## src/rtl/pix_fetch.sv

```systemverilog
// Pixel fetch unit: on a trigger edge, reads the packed memory word holding pixel (x,y,z) and returns it.
// Optional one-entry last-word cache enabled by defining PIXFETCH_WORD_CACHE_EN.
module pix_fetch #(
  parameter int IMG_W       = 4,
  parameter int IMG_H       = 4,
  parameter int CHANNELS    = 3,
  parameter int PIX_WIDTH   = 4,
  parameter int DATA_WIDTH  = 16,
  parameter int ADDR_WIDTH  = 8,
  parameter int BASE_ADDR   = 0,
  parameter int HOLD_CYCLES = 1,
  parameter int TIMEOUT     = 15
) (
  input  logic                  clock,
  input  logic                  rst,
  input  logic signed [31:0]    x,
  input  logic signed [31:0]    y,
  input  logic signed [31:0]    z,
  input  logic                  trigger,
  input  logic                  data_ready_mem,
  input  logic [DATA_WIDTH-1:0] data_out,
  output logic                  we,
  output logic                  csb,
  output logic [ADDR_WIDTH-1:0] addr,
  output logic [PIX_WIDTH-1:0]  p,
  output logic                  data_ready_cpu,
  output logic                  err,
  output logic                  busy
);

  localparam int PPW    = DATA_WIDTH / PIX_WIDTH;
  localparam int LANE_W = (PPW > 1) ? $clog2(PPW) : 1;

  typedef enum logic [2:0] {S_IDLE, S_CALC, S_REQ, S_WAIT, S_DONE} state_t;

  state_t             state, state_next;
  logic               trigger_prev;
  logic signed [31:0] x_q, y_q, z_q;
  logic [LANE_W-1:0]  lane_q;
  logic [31:0]        wait_cnt;
  logic [31:0]        hold_cnt;

  logic               start;
  logic               in_range;
  logic               hit;
  logic [31:0]        idx;
  logic [31:0]        word_full;
  logic [ADDR_WIDTH-1:0] addr_calc;
  logic [LANE_W-1:0]  lane_calc;
  logic               wait_expired;
  logic               hold_last;

  function automatic logic [PIX_WIDTH-1:0] lane_pix(input logic [DATA_WIDTH-1:0] word,
                                                    input logic [LANE_W-1:0]     lane);
    lane_pix = word[int'(lane)*PIX_WIDTH +: PIX_WIDTH];
  endfunction

  assign start        = trigger && !trigger_prev;
  assign in_range     = (x_q >= 0) && (x_q < IMG_W) &&
                        (y_q >= 0) && (y_q < IMG_H) &&
                        (z_q >= 0) && (z_q < CHANNELS);
  assign idx          = $unsigned((z_q * IMG_H + y_q) * IMG_W + x_q);
  assign word_full    = $unsigned(BASE_ADDR) + idx / PPW;
  assign addr_calc    = word_full[ADDR_WIDTH-1:0];
  assign lane_calc    = LANE_W'(idx % PPW);
  assign wait_expired = (wait_cnt == 32'(TIMEOUT - 1));
  assign hold_last    = (hold_cnt == 32'(HOLD_CYCLES - 1));

`ifdef PIXFETCH_WORD_CACHE_EN
  logic                  cache_valid;
  logic [ADDR_WIDTH-1:0] cache_addr;
  logic [DATA_WIDTH-1:0] cache_data;

  assign hit = cache_valid && (cache_addr == addr_calc);

  // NOTE: only the valid bit truly needs reset; tag/data are cleared too so reset state is fully defined.
  always_ff @(posedge clock or posedge rst) begin
    if (rst) begin
      cache_valid <= 1'b0;
      cache_addr  <= '0;
      cache_data  <= '0;
    end else if (state == S_WAIT && data_ready_mem) begin
      cache_valid <= 1'b1;
      cache_addr  <= addr;
      cache_data  <= data_out;
    end
  end
`else
  assign hit = 1'b0;
`endif

  // NOTE: every output of this block gets a default first so no latch is inferred.
  always_comb begin
    state_next = state;
    case (state)
      S_IDLE: if (start) state_next = S_CALC;
      S_CALC: state_next = (!in_range || hit) ? S_DONE : S_REQ;
      S_REQ:  state_next = S_WAIT;
      S_WAIT: if (data_ready_mem || wait_expired) state_next = S_DONE;
      S_DONE: if (hold_last) state_next = S_IDLE;
      default: state_next = S_IDLE;
    endcase
  end

  // NOTE: sequential state uses non-blocking assignments so all registers update together at the edge.
  always_ff @(posedge clock or posedge rst) begin
    if (rst) begin
      state        <= S_IDLE;
      trigger_prev <= 1'b0;
      x_q          <= '0;
      y_q          <= '0;
      z_q          <= '0;
      lane_q       <= '0;
      wait_cnt     <= '0;
      hold_cnt     <= '0;
      addr         <= '0;
      p            <= '0;
      err          <= 1'b0;
    end else begin
      state        <= state_next;
      trigger_prev <= trigger;
      case (state)
        S_IDLE: begin
          hold_cnt <= '0;
          if (start) begin
            x_q <= x;
            y_q <= y;
            z_q <= z;
          end
        end
        S_CALC: begin
          if (!in_range) begin
            p   <= '0;
            err <= 1'b1;
          end else begin
            addr   <= addr_calc;
            lane_q <= lane_calc;
`ifdef PIXFETCH_WORD_CACHE_EN
            if (hit) begin
              p   <= lane_pix(cache_data, lane_calc);
              err <= 1'b0;
            end
`endif
          end
        end
        S_REQ: wait_cnt <= '0;
        S_WAIT: begin
          if (data_ready_mem) begin
            p   <= lane_pix(data_out, lane_q);
            err <= 1'b0;
          end else if (wait_expired) begin
            p   <= '0;
            err <= 1'b1;
          end else begin
            wait_cnt <= wait_cnt + 32'd1;
          end
        end
        S_DONE: hold_cnt <= hold_cnt + 32'd1;
        default: ;
      endcase
    end
  end

  assign we             = 1'b0;
  assign csb            = (state != S_REQ);
  assign busy           = (state != S_IDLE);
  assign data_ready_cpu = (state == S_DONE);

endmodule

```

## config.mk

```make
export PLATFORM = sky130hd
export DESIGN_NAME = pix_fetch
export DESIGN_NICKNAME = d
export VERILOG_FILES = /design/src/rtl/pix_fetch.sv
export SDC_FILE = /design/constraint.sdc
export NUM_CORES = 1
export LEC_CHECK = 0
export BUFFER_PORTS_ARGS = -buffer_cell sky130_fd_sc_hd__buf_4
export CAP_MARGIN = 5
export CORE_UTILIZATION = 35
export CTS_CLUSTER_DIAMETER = 40
export DETAILED_ROUTE_END_ITERATION = 8
export PLACE_DENSITY_LB_ADDON = 0.05
export SYNTH_ARGS = -nofsm -noshare
export SYNTH_HDL_FRONTEND = slang
export SYNTH_SLANG_ARGS = --single-unit
```

## constraint.sdc

```tcl
create_clock -name clock -period 7.8 [get_ports clock]
set_clock_uncertainty 0.2 [all_clocks]
set_input_delay 0.78 -clock clock [delete_from_list [all_inputs] [get_ports clock]]
set_output_delay 0.78 -clock clock [all_outputs]
set_load 0.005 [all_outputs]
```

# Yosys cells after proc, flatten, opt, wreduce, memory -nomap -nowiden
# Cells that the tools add are included.
[totals]
ff_bits = 179
latchBits = 0
ram_bits = 0
rom_bits = 0
elab_cells = 71
mem_count = 0
[op_classes]
add_sub_neg = 4
n_mul = 0
div_mod_pow = 0
magnitude_cmp = 6
eq_ne = 13
shift = 1
n_mux = 17
bitwise_logic = 0
reduce_logical = 19
[op_table]
columns = ["cell", "n"]
rows = [
  ["32-bit case mux with 2 select lines", 2],
  ["32-bit by 1-bit >= comparator with 1-bit output (second input constant)", 3],
  ["32-bit by 1-bit adder with 32-bit output (second input constant)", 2],
  ["32-bit by 4-bit < comparator with 1-bit output (second input constant)", 2],
  ["32-bit two-way mux", 2],
  ["32-bit by 4-bit == test with 1-bit output (second input constant)", 1],
  ["32-bit zero test", 1],
  ["32-bit by 3-bit < comparator with 1-bit output (second input constant)", 1],
  ["16-bit by 5-bit variable part select with 4-bit output", 1],
  ["3-bit case mux with 5 select lines", 1],
  ["3-bit two-way mux", 4],
  ["4-bit two-way mux", 3],
  ["10-bit adder", 1],
  ["2-bit != test (second input constant)", 5],
  ["3-bit AND reduction", 3],
  ["8-bit adder", 1],
  ["4-bit case mux with 2 select lines", 1],
  ["3-bit by 2-bit == test with 1-bit output (second input constant)", 2],
  ["1-bit logical AND", 6],
  ["2-bit nonzero test", 3],
  ["2-bit AND reduction", 2],
  ["3-bit by 1-bit == test with 1-bit output (second input constant)", 1],
  ["3-bit == test (second input constant)", 1],
  ["3-bit zero test", 1],
  ["8 further kinds", 10],
]

# Longest topological paths before layout
[depth]
ltp_word = 8
mapped_depth = 11
ltp_nobuf = 11

# Worst setup path after synthesis
# Ideal clock, no wire load.
[synth_path]
path_kind = "flip-flop to flip-flop"
startpoint = "register y_q[2]"
endpoint = "register addr[7]"
setup_ns = 0.128
arrival_time_ns = 2.206
t_required_ns = 7.472
slack_ns = 5.266
path_stages_with_launch = 10
synth_period_minus_slack_ns = 2.534
cell_sequence = "dfrtp_1 > ha_1 > fa_1 > a21o_1 > a21oi_1 > xnor2_1 > ha_1 > o41ai_1 > xnor2_1 > o21ai_0"
[synth_via]
elab_chain_len = 6
[synth_lines]
columns = ["item", "line_no", "rtl"]
rows = [
  ["start: declaration", "38", "logic signed [31:0] x_q, y_q, z_q;"],
  ["start signal: assignment", "127", "y_q <= y;"],
  ["branches (longest 6 deep; another with 10-bit adder)", "n/a", ""],
  ["end signal: assignment", "136", "addr <= addr_calc;"],
  ["end: declaration", "24", "output logic [ADDR_WIDTH-1:0] addr,"],
]
# Parallel ways; which one is timed is not known.
# A chain may end at the register's enable or synchronous reset.

# Worst setup path after layout
[layout_path]
startpoint = "register state[2]"
endpoint = "output port csb"
[layout_via]
elab_chain_len = 1
[layout_lines]
columns = ["item", "line_no", "rtl"]
rows = [
  ["start: declaration", "36", "state_t state, state_next;"],
  ["start signal: assignment", "120", "state <= state_next;"],
  ["3-bit by 2-bit != test with 1-bit output", "165", "assign csb = (state != S_REQ);"],
  ["end: declaration", "23", "output logic csb,"],
]
# Every way passes these cells.

==> impl_metrics.tcl <==
set metrics [dict create \
    synth_cell_types 55 \
    firstDrtPassIters 4 \
    hold_path_class "in2reg" \
    setup_viol 0 \
    tns_ps 0 \
    dieArea_um2 25000 \
    p_per_area_nw_per_um2 239 \
    netlist.area_leader.share_pct 52.5 \
    initial_core_util_pct 36.1 \
    mappedNetlistArea_um2 8540 \
    ys_seq_area_share_pct 52.5 \
    yosys_most_used_dff "dfrtp_1" \
    wirelength_um 19300 \
    leakage_nw 4.40 \
    crit_fanout 32 \
    rsz0062_at_grt "false" \
    cp_data_arrival_time_ps 2290 \
    critPathCaptureType "output port" \
    worst-path-buf-inv 4 \
    port_buffers 131 \
    slew_violations 0 \
    nets 1001 \
    track_usage_pct 16.7 \
    worst_ep_required_time_ps 6820 \
    yosys_warnings 0 \
    path_class "reg2out" \
    top_layer "met4" \
    timing.rr.end "x_q[0]$_DFFE_PP0P_" \
    cap_violations 0 \
    place_ws_ps 4480 \
    synth-edff-count 0 \
    hold_depth 1 \
    path_delay_family "buffers and inverters" \
    post_cts_buffers 0 \
    max_stage_delay_ps 490 \
    hpwl_um 13800 \
    area.sequential_um2 4480 \
    hp-start "trigger" \
    async_reset_ff_share_pct 100 \
    yosys.area.top_type "dfrtp_1" \
    syn2layout_area_growth_pct 22.3 \
    startpoint_type "register" \
    fill_cells 2293 \
    timing.critical_path.slowest_stage_cell "dfrtp_1" \
    io_pins 133 \
    layout-drive-gt1-share_pct 32.8 \
    grt_antenna_before_repair 0 \
    htreeDepth 4 \
    crit_path_start "state[2]$_DFFE_PP0P_" \
    yosysMostFrequentCell "dfrtp_1" \
    hold_buffers 0 \
    vdd_ir_drop_max_v 0.000117 \
    clock_latency_ps 440 \
    slew_headroom_pct 30.9 \
    route.met2.wl_um 9820 \
    grt_pass1_vias 6354 \
    antennaDiodeCount 0 \
    reg2reg_from "state[1]$_DFFE_PP0P_" \
    cts_resized 0 \
    dr_wl_met3_um 922 \
    cts_tree "done" \
    setup_ws_ps 4530 \
    worst_pin_slew_ps 1040 \
    multi_input_area_um2 3800 \
    via_per_inst 4.97 \
    overflow 0 \
    first_iter_violations 322 \
    reg2regPathDepth 6 \
    hold_viol 0 \
    path_cells "inv_2 -> nand2_1 -> nor2_2 -> buf_4 -> inv_1 -> buf_4" \
    avgSynthCellArea_um2 11.6 \
    die_width_um 158 \
    drt-wirelength-per-cell_um 16.1 \
    synth_cells 738 \
    outcome "finished, final reports clean" \
    clock-sinks 179 \
    place_congestion 0.777 \
    fin_crit_ps 3270 \
    drc 0 \
    die_h_um 158 \
    core_area_um2 23700 \
    cts_made_buffers 17 \
    drt-met1-wl_um 8320 \
    path_clk_slew_ps 70 \
    cpMostUsedCell "buf_4" \
    cts.path.max_buffers 2 \
    vias 5963 \
    max_freq_mhz 306 \
    grt_pass1_wl_um 32200 \
    whs_endpoint "trigger_prev$_DFF_PP0_" \
    post-route-period-util_pct 41.9 \
    syn-num-nets 872 \
    cts_root_buffer "clkbuf_16" \
    grt_start_max_net_pins 99 \
    ys_seq_elements 179 \
    synth_area_leaders "dfrtp_1 (52%), mux2_2 (13%), xnor2_1 (3.6%), nor2_1 (3.0%), xor2_1 (2.8%)" \
    rows 56 \
    power_mw 2.49 \
    antenna_left 0 \
    reg2reg_slack_ps 4540 \
    ys_top_cells_by_count "dfrtp_1 (179), mux2_2 (98), nor2_1 (68)" \
]
## worst reg2reg max path, stage by stage (launching register included)
cell,delay [ps]
dfrtp_1,510
or2_1,290
nor2_1,90
buf_4,310
and3_4,660
buf_4,660
mux2_2,440
## per-stage QoR
step / area (um^2) / hold slack (ps) / utilization (%) / instances
5_1_grt: 10400 / 259 / 44.1 / 1199
3_5_place_dp: 9830 / 283 / 41.5 / 1167
6_report: 10400 / 279 / 44.1 / 1199
4_1_cts: 10400 / 258 / 44.1 / 1199
3_3_place_gp: 9830 / 267 / 41.5 / 1167
2_1_floorplan: 8540 / 273 / - / 738
## how the worst max path moves through the flow
stage / endpoint / slack [ps] / cells past startpoint
floorplan: addr[0]$_DFFE_PP0P_ / 1960 / 1
global placement: y_q[30]$_DFFE_PP0P_ / 4550 / 6
detailed placement: x_q[0]$_DFFE_PP0P_ / 4480 / 6
CTS: x_q[0]$_DFFE_PP0P_ / 4470 / 6
global route: x_q[5]$_DFFE_PP0P_ / 4250 / 6
finish: csb / 4530 / 6
## registers in the layout (all words and copies together) (netlist names)
signal / cells
lane_q: 2
y_q: 32
hold_cnt: 32
addr: 8
x_q: 32
z_q: 32
p: 4
trigger_prev: 1
wait_cnt: 32
state: 3
err: 1
## cell type report
class / count / area share (%)
clock inverters: 14 / 1.80
clock buffers: 18 / 4.11
repair buffers: 136 / 9.77
multi-input cells: 500 / 36.4
flip-flops and latches: 179 / 42.9
inverters: 33 / 1.23
well taps: 319 / 3.82
## metal layers
layer  vias to the layer above  GRT usage, %
met2                        94          28.6
li1                       2904             -
met4                         0          4.99
met5                         -             0
met1                      2949          20.2
met3                        16          4.87
## cell usage in the layout (no fill, tap or decap), types with 4 or more instances in the layout
master and count:
clkinv_8 5, nor3_1 13, xnor2_1 35, nand2_1 36, or3_1 4, inv_6 5, clkbuf_16 17, nand3_1 26
buf_4 136, o21ai_0 22, xor2_1 27, mux4_2 4, a21oi_1 14, ha_1 16, and3_1 4, inv_1 30
nand4_1 26, mux2_2 98, a211oi_1 14, dfrtp_1 179, o31ai_1 4, nor2_1 68, and4_1 5, nor4_1 35
o22ai_1 4
## kinds of logic (layout without fill, tap and decap cells)
kind of cell | Yosys count | in the layout | synth area share [%]
xor+xnor | 62 | 62 | 6.36
flops | 179 | 179 | 52.5
buf+inv | 59 | 201 | 3.08
fa+ha+maj | 18 | 18 | 2.81
mux | 102 | 102 | 14.0
other cells | 1 | 1 | 0.0439
compound gates | 77 | 77 | 6.32
simple gates | 240 | 240 | 15.0
## report_power, final
part | switching (mW) | internal [mW] | leakage, nW | total [mW]
Sequential | 0.0818 | 1.05 | 2.19 | 1.13
Combinational | 0.212 | 0.263 | 1.91 | 0.475
Clock | 0.420 | 0.464 | 0.296 | 0.884
Total | 0.714 | 1.78 | 4.40 | 2.49
(Power assumes the default switching activity.)
